===== src/rtl/base_vlat_en.sv =====
// Enable-gated storage element for one lane of the packer.
// Holds its value until i_en is asserted; clearing is done by loading zero data.
module base_vlat_en #(
  parameter int unsigned width = 8
) (
  input  logic             clk,
  input  logic             i_en,
  input  logic [0:width-1] i_d,
  output logic [0:width-1] o_q
);

  logic [0:width-1] r_q;

  always_ff @(posedge clk) begin
    if (i_en) r_q <= i_d;
  end

  assign o_q = r_q;

endmodule


===== src/rtl/base_apack.sv =====
// Packs up to 'ways' input beats of 'width' bits into one output word.
// A word closes on the last lane or on an end-marked beat; lane 0 is the leftmost slice.
module base_apack #(
  parameter int unsigned width = 8,
  parameter int unsigned ways  = 4
) (
  input  logic                  clk,
  input  logic                  reset,
  input  logic                  i_v,
  output logic                  i_r,
  input  logic [0:width-1]      i_d,
  input  logic                  i_e,
  output logic                  o_v,
  input  logic                  o_r,
  output logic [0:width*ways-1] o_d,
  output logic [0:ways-1]       o_m,
  output logic                  o_e
);

  if (ways < 2 || ways > 16) begin : g_bad_ways
    $error("base_apack: ways must be in 2..16");
  end

  localparam int unsigned CW = (ways > 1) ? $clog2(ways) : 1;

  logic [CW-1:0]    r_cnt;
  logic             r_ov;
  logic             r_oe;
  logic [0:ways-1]  r_m;

  logic             w_acc;
  logic             w_take;
  logic             w_close;
  logic [ways-1:0]  w_en;
  logic [0:ways-1]  w_m_nx;
  logic [0:width-1] w_ld [ways];
  logic [0:width-1] w_q  [ways];

  assign i_r     = ~r_ov | o_r;
  assign w_acc   = i_v & i_r;
  assign w_take  = r_ov & o_r;
  assign w_close = (r_cnt == CW'(ways - 1)) | i_e;

  // Consuming a word reloads every lane: zero, except lane 0 when a beat arrives alongside.
  always_comb begin
    w_en   = '0;
    w_m_nx = r_m;
    for (int unsigned k = 0; k < ways; k++) begin
      w_ld[k] = '0;
      if (reset) begin
        w_en[k]   = 1'b1;
        w_m_nx[k] = 1'b0;
      end else if (w_take) begin
        w_en[k] = 1'b1;
        if (k == 0 && w_acc) begin
          w_ld[k]   = i_d;
          w_m_nx[k] = 1'b1;
        end else begin
          w_m_nx[k] = 1'b0;
        end
      end else if (w_acc && r_cnt == CW'(k)) begin
        w_en[k]   = 1'b1;
        w_ld[k]   = i_d;
        w_m_nx[k] = 1'b1;
      end
    end
  end

  always_ff @(posedge clk) begin
    if (reset) begin
      r_cnt <= '0;
      r_ov  <= 1'b0;
      r_oe  <= 1'b0;
      r_m   <= '0;
    end else begin
      r_m <= w_m_nx;
      if (w_acc) r_cnt <= w_close ? '0 : r_cnt + 1'b1;
      if (w_acc && w_close) begin
        r_ov <= 1'b1;
        r_oe <= i_e;
      end else if (w_take) begin
        r_ov <= 1'b0;
        r_oe <= 1'b0;
      end
    end
  end

  for (genvar k = 0; k < ways; k++) begin : g_lane
    base_vlat_en #(.width(width)) u_lane (
      .clk  (clk),
      .i_en (w_en[k]),
      .i_d  (w_ld[k]),
      .o_q  (w_q[k])
    );
    assign o_d[k*width +: width] = w_q[k];
  end

  assign o_v = r_ov;
  assign o_e = r_oe;
  assign o_m = r_m;

endmodule


===== config.mk =====
export PLATFORM = sky130hd
export DESIGN_NAME = base_apack
export DESIGN_NICKNAME = d
export VERILOG_FILES = /design/src/rtl/base_vlat_en.sv /design/src/rtl/base_apack.sv
export SDC_FILE = /design/constraint.sdc
export NUM_CORES = 1
export LEC_CHECK = 0
export ABC_AREA = 1
export BUFFER_PORTS_ARGS = -buffer_cell sky130_fd_sc_hd__buf_2
export CAP_MARGIN = 5
export CORE_ASPECT_RATIO = 1.75
export CORE_MARGIN = 4
export CORE_UTILIZATION = 45
export CTS_CLUSTER_SIZE = 8
export DETAILED_ROUTE_END_ITERATION = 6
export PLACE_DENSITY = 0.71
export SYNTH_ARGS = -nofsm -noshare
export SYNTH_HDL_FRONTEND = slang
export SYNTH_SLANG_ARGS = --single-unit

===== constraint.sdc =====
create_clock -name clk -period 1.1 [get_ports clk]
set_input_delay 0.22 -clock clk [delete_from_list [all_inputs] [get_ports clk]]
set_output_delay 0.22 -clock clk [all_outputs]
set_load 0.05 [all_outputs]

### Word-level counts from Yosys, hierarchy flattened

Index checks and enable logic that the tools add are counted.

* register bits after elaboration: 40
* bits of input ports: 13
* output and inout bits: 39
* logic and storage cells: 57

* $add $sub $neg: 1
* equal/unequal tests: 3
* muxes and demuxes: 22
* bitwise gates (word level): 8
* reductions and logical operators: 12

Operators by type and width (number)
* $mux 8: 3
* $mux 1: 18
* $reduce_or 3->1: 3
* $logic_and 1x1->1: 5
* $eq 2x2->1 const B: 2
* $not 1->1: 4
* $reduce_bool 2->1: 2
* $add 2x1->2 const B: 1
* $and 1x1->1: 2
* $eq 2x1->1 const B: 1
* $logic_not 2->1: 1
* $mux 2: 1
* $or 1x1->1: 2
* $reduce_or 2->1: 1

### Longest topological paths before layout

* depth in word-level cells: 7
* depth in mapped cells: 7

### Cells and area by module

Synthesis repeated with hierarchy kept, for this count alone.

* cell total of the unflattened synthesis: 140
* area total of the unflattened synthesis: 1596.5 um2

By module, submodules not included
* base_vlat_en: times used 4, cells an instance 8, area each 240.2 um2, sequential area each 240.2 um2
* base_apack: times used 1, cells an instance 108, area each 635.6 um2, sequential area each 160.2 um2

### Worst setup path before layout

OpenSTA, ideal clock, no wires.

* path type: reg2reg
* start point: reg r_ov (netlist: o_v)
* end point: reg g_lane[1].u_lane.r_q, in the netlist g_lane[1].u_lane.o_q[0], enable pin
* library setup time: 0.299 ns
* arrival time: 1.389 ns
* required time: 0.801 ns
* path slack: -0.588 ns
* cell stages (with the launch flop): 6
* buffers on the path: 0
* period minus slack after synthesis: 1.688 ns
* cells stage by stage: dfxtp_1 > nand2_4 > nand2_4 > inv_4 > nand2_1 > nand2_1

* longest elaborated chain between the ends: 7
* elaborated cells between the ends (all ways): 8
* those cells by class: mux (3); bitwise (4); reduce/logical (1)

Ends and longest elaborated chain
* from (decl): RTL line base_apack.sv:27 `logic r_ov;`
* from (signal assigned): RTL line base_apack.sv:72 `r_ov <= 1'b0;`
* from (signal assigned): RTL line base_apack.sv:79 `r_ov <= 1'b1;`
* from (signal assigned): RTL line base_apack.sv:82 `r_ov <= 1'b0;`
* $not 1->1: RTL line base_apack.sv:39 `assign i_r = ~r_ov | o_r;`
* $or 1x1->1: RTL line base_apack.sv:39
* net i_r: RTL line base_apack.sv:10 `output logic i_r,`
* $and 1x1->1: RTL line base_apack.sv:40 `assign w_acc = i_v & i_r;`
* $logic_and 1x1->1: RTL line base_apack.sv:61 `end else if (w_acc && r_cnt == CW'(k)) begin`
* $mux 1: RTL line base_apack.sv:61
* $mux 1: RTL line base_apack.sv:53 `end else if (w_take) begin`
* $mux 1: RTL line base_apack.sv:50 `if (reset) begin`
* net g_lane[1].u_lane.i_en: RTL line base_vlat_en.sv:7 `input logic i_en,`
* to (signal assigned): RTL line base_vlat_en.sv:15 `if (i_en) r_q <= i_d;`
* to (decl): RTL line base_vlat_en.sv:12 `logic [0:width-1] r_q;`

The timed path passes the listed nets, and every way through them passes these cells.
A chain may end at the register's enable or synchronous reset.

### Worst setup path in the final report

* start point: reg r_ov (netlist: o_v)
* end point: out i_r

* longest elaborated chain between the ends: 2

Ends and longest elaborated chain (RTL line)
* $not 1->1: base_apack.sv:39
* $or 1x1->1: base_apack.sv:39
* to (decl): base_apack.sv:10

No other way between the ends.

==> summary.txt <==
Placement
  – Post-DP HPWL: ~2.8 mm
  – Routability Congestion: around 0.84
  – Setup slack at placement: -0.178 ns
  – Port Buffers: 51
  – Placed cell count: 249
  – Placed inst area: 2100 µm²

Setup path
  – Critical path class: reg2out
  – R2R Setup Slk: -0.12 ns
  – CP Max Fanout: 3
  – CP Capture Type: output pin
  – Worst Path Arrival: 1.01 ns
  – CP cell instances: nand2_8, buf_6, buf_8
  – CP required: 0.88 ns
  – Slowest-stage cell, CP: dfxtp_4
  – R2R Path End: g_lane[3].u_lane.o_q[2]
  – Critical register-to-register path startpoint: o_v
  – Launching element of the worst setup path: o_v
  – Crit-path max cell delay: 0.40 ns
  – Type of origin of the critical path: flop
  – FF-to-FF path depth: 6

Global routing
  – First-pass GRT wire length: between 6 and 7 mm
  – Initial antenna violation count: 0
  – GRT Total Usage: between 10% and 20%
  – Vias in the first global route: roughly 1400
  – GR Overflow Total: 0
  – Largest net degree at the start of global routing: 14

Worst hold path
  – Hold Path Class: in2reg
  – Hold endpoint: o_e
  – Min-delay src: reset
  – Hold depth: 2

Clock network
  – CTS sink count: 40
  – CTS buffer count: 5
  – Latest clock arrival within the worst-skew pair: 0.29 ns
  – CTS tree: yes
  – Max H-tree Level: 2
  – Clock Pin Slew Worst Setup and Hold Paths: 0.08 ns
  – Maximum buffer depth of the clock tree: 2
  – Root Driver: clkbuf_8

Power and ir drop
  – Lkg Pwr: 1.20 nW
  – Total power: 3.82 mW
  – P per Cell Area: 1340 nW/µm²
  – Max rail drop VDD: around 1.2 mV

Floorplan
  – Die Ht: 88.1 µm
  – Starting density of the core: 47.5%
  – Core area: 3470 µm²
  – Die area: between 4000 and 5000 µm²
  – I/O Pins: 52
  – Die Wd: roughly 54 µm
  – Site Rows: 28

Logic synthesis
  – Synth Cell Area: between 1500 and 2000 µm²
  – Mean Syn Cell Area: 11.5 µm²
  – Distinct cells, synth: 17
  – Syn Nets: between 150 and 200
  – Syn Inst Count: about 140
  – Post-synthesis register bit count: 40
  – Seq/Total Area, Yosys: just under 70%
  – Yosys warnings: 0

Layout
  – Commonest cells after routing, fill and taps aside: edfxtp_1 (32), buf_6 (27), buf_4 (23), buf_2 (18), nor2_1 (17)
  – Fin cells: roughly 270
  – Net count, final: 244
  – Share of layout cells above drive strength 1: 65.4%
  – Ant. Diodes: 0
  – Final instance area: 2860 µm²
  – Synth-to-layout area growth: 73.5%
  – Commonest non-fill, non-tap cell in the layout: edfxtp_1

Timing
  – Fin. max-slew vios: 0
  – Setup ws final: -0.129 ns
  – Clock Skew: 0.00556 ns
  – RSZ-0062 raised after global routing: yes
  – Minimum clock period: 1.23 ns
  – Hold Vio Cnt, Final: 0
  – Final worst path period share: 112%
  – Fmax: 0.814 GHz
  – Max transition margin: 77.3%
  – Worst Tran Pin Value: 0.340 ns
  – Final setup vio count: 72
  – Hold WS: approximately 0.24 ns

Drt
  – # DRC: 0
  – Vias: 1370
  – Drt wl/cell: 16.8 µm
  – Wirelength, routed: 4.59 mm
  – DRT iter0 DRCs: 44
  – DRT Pass-1 Iters: 4
  – Routed Antenna Nets: 0
  – Avg Vias per Cell: 5.02

Outcome
  – Violated checks: negative setup slack
  – Status: finished with violations

Run
  – Max Cap Viol: 0
## worst max-delay path, delay by kind of cell, from the launching register on
family / cells / cell delay [ns]
simple gates: 1 / 0.07
flops: 1 / 0.40
buf+inv: 2 / 0.26
## cells by family after synthesis
kind of cell / synth area share [%]
flops: 68.0
fa+ha+maj: 3.04
simple gates: 23.2
buf+inv: 4.25
compound gates: 1.52
## synthesized netlist by cell type, drive strengths merged
cell type | n | area share (%)
inv | 18 | 4.3
nand3 | 7 | 4.7
o22ai | 1 | 0.38
a21oi | 2 | 0.61
nor2 | 37 | 9.4
edfxtp | 32 | 58
nand2 | 33 | 9.0
o21ai | 1 | 0.53
ha | 4 | 3.0
dfxtp | 8 | 9.7
## metrics by stage
stage | utilization [%] | setup TNS (ns)
finish | 82.4 | -5.34
global route | 82.4 | -8.34
detailed placement | 60.7 | -5.58
global placement | 60.7 | -3.44
floorplan | - | -6.20
CTS | 73.9 | -4.05
## layer usage
layer | part of all wire (%) | vias up | track usage (%)
li1 | - | 641 | -
met1 | 33 | 664 | 18.4
met2 | 59 | 48 | 38.1
met3 | 4.9 | 17 | 3.07
met4 | 3.3 | 0 | 10.0
met5 | 0 | - | 0
## sequential cells by signal, summed over array words and instances, names as in the netlist
signal	cells
o_e	1
o_m	4
o_v	1
g_lane.u_lane.o_q	32
r_cnt	2
## power by group
| group | total, mW | leakage, nW | switching, mW | internal (mW) |
|---|---|---|---|---|
| clock network | 0.948 | 0.0479 | 0.506 | 0.442 |
| logic | 1.07 | 0.743 | 0.718 | 0.353 |
| registers | 1.80 | 0.408 | 0.0560 | 1.74 |
## final cells by class
type	count	area [µm²]
Fill cell	158	609
Multi-Input combinational cell	89	853
Inverter	18	87.6
Tap cell	45	56.3
Timing Repair Buffer	72	629
Clock buffer	5	68.8
Timing Repair inverter	1	11.3
Sequential cell	40	1130
Clock inverter	3	18.8
## what timing repair did
action,4_1_cts,5_1_grt
setup buffers,9,4
hold buffers,0,0
cloned,4,1
pin swaps,18,19
resized for setup,64,94
setup endpoints to repair,80,103
## worst max path at each step
stage	end	slack, ns	cells after the start
floorplan	g_lane[0].u_lane.o_q[0]	-0.10	5
global placement	g_lane[0].u_lane.o_q[0]	-0.10	6
detailed placement	g_lane[0].u_lane.o_q[1]	-0.18	6
CTS	i_r	-0.13	3
global route	i_r	-0.16	3
finish	i_r	-0.13	3
Power figures use the tool's default switching activity.
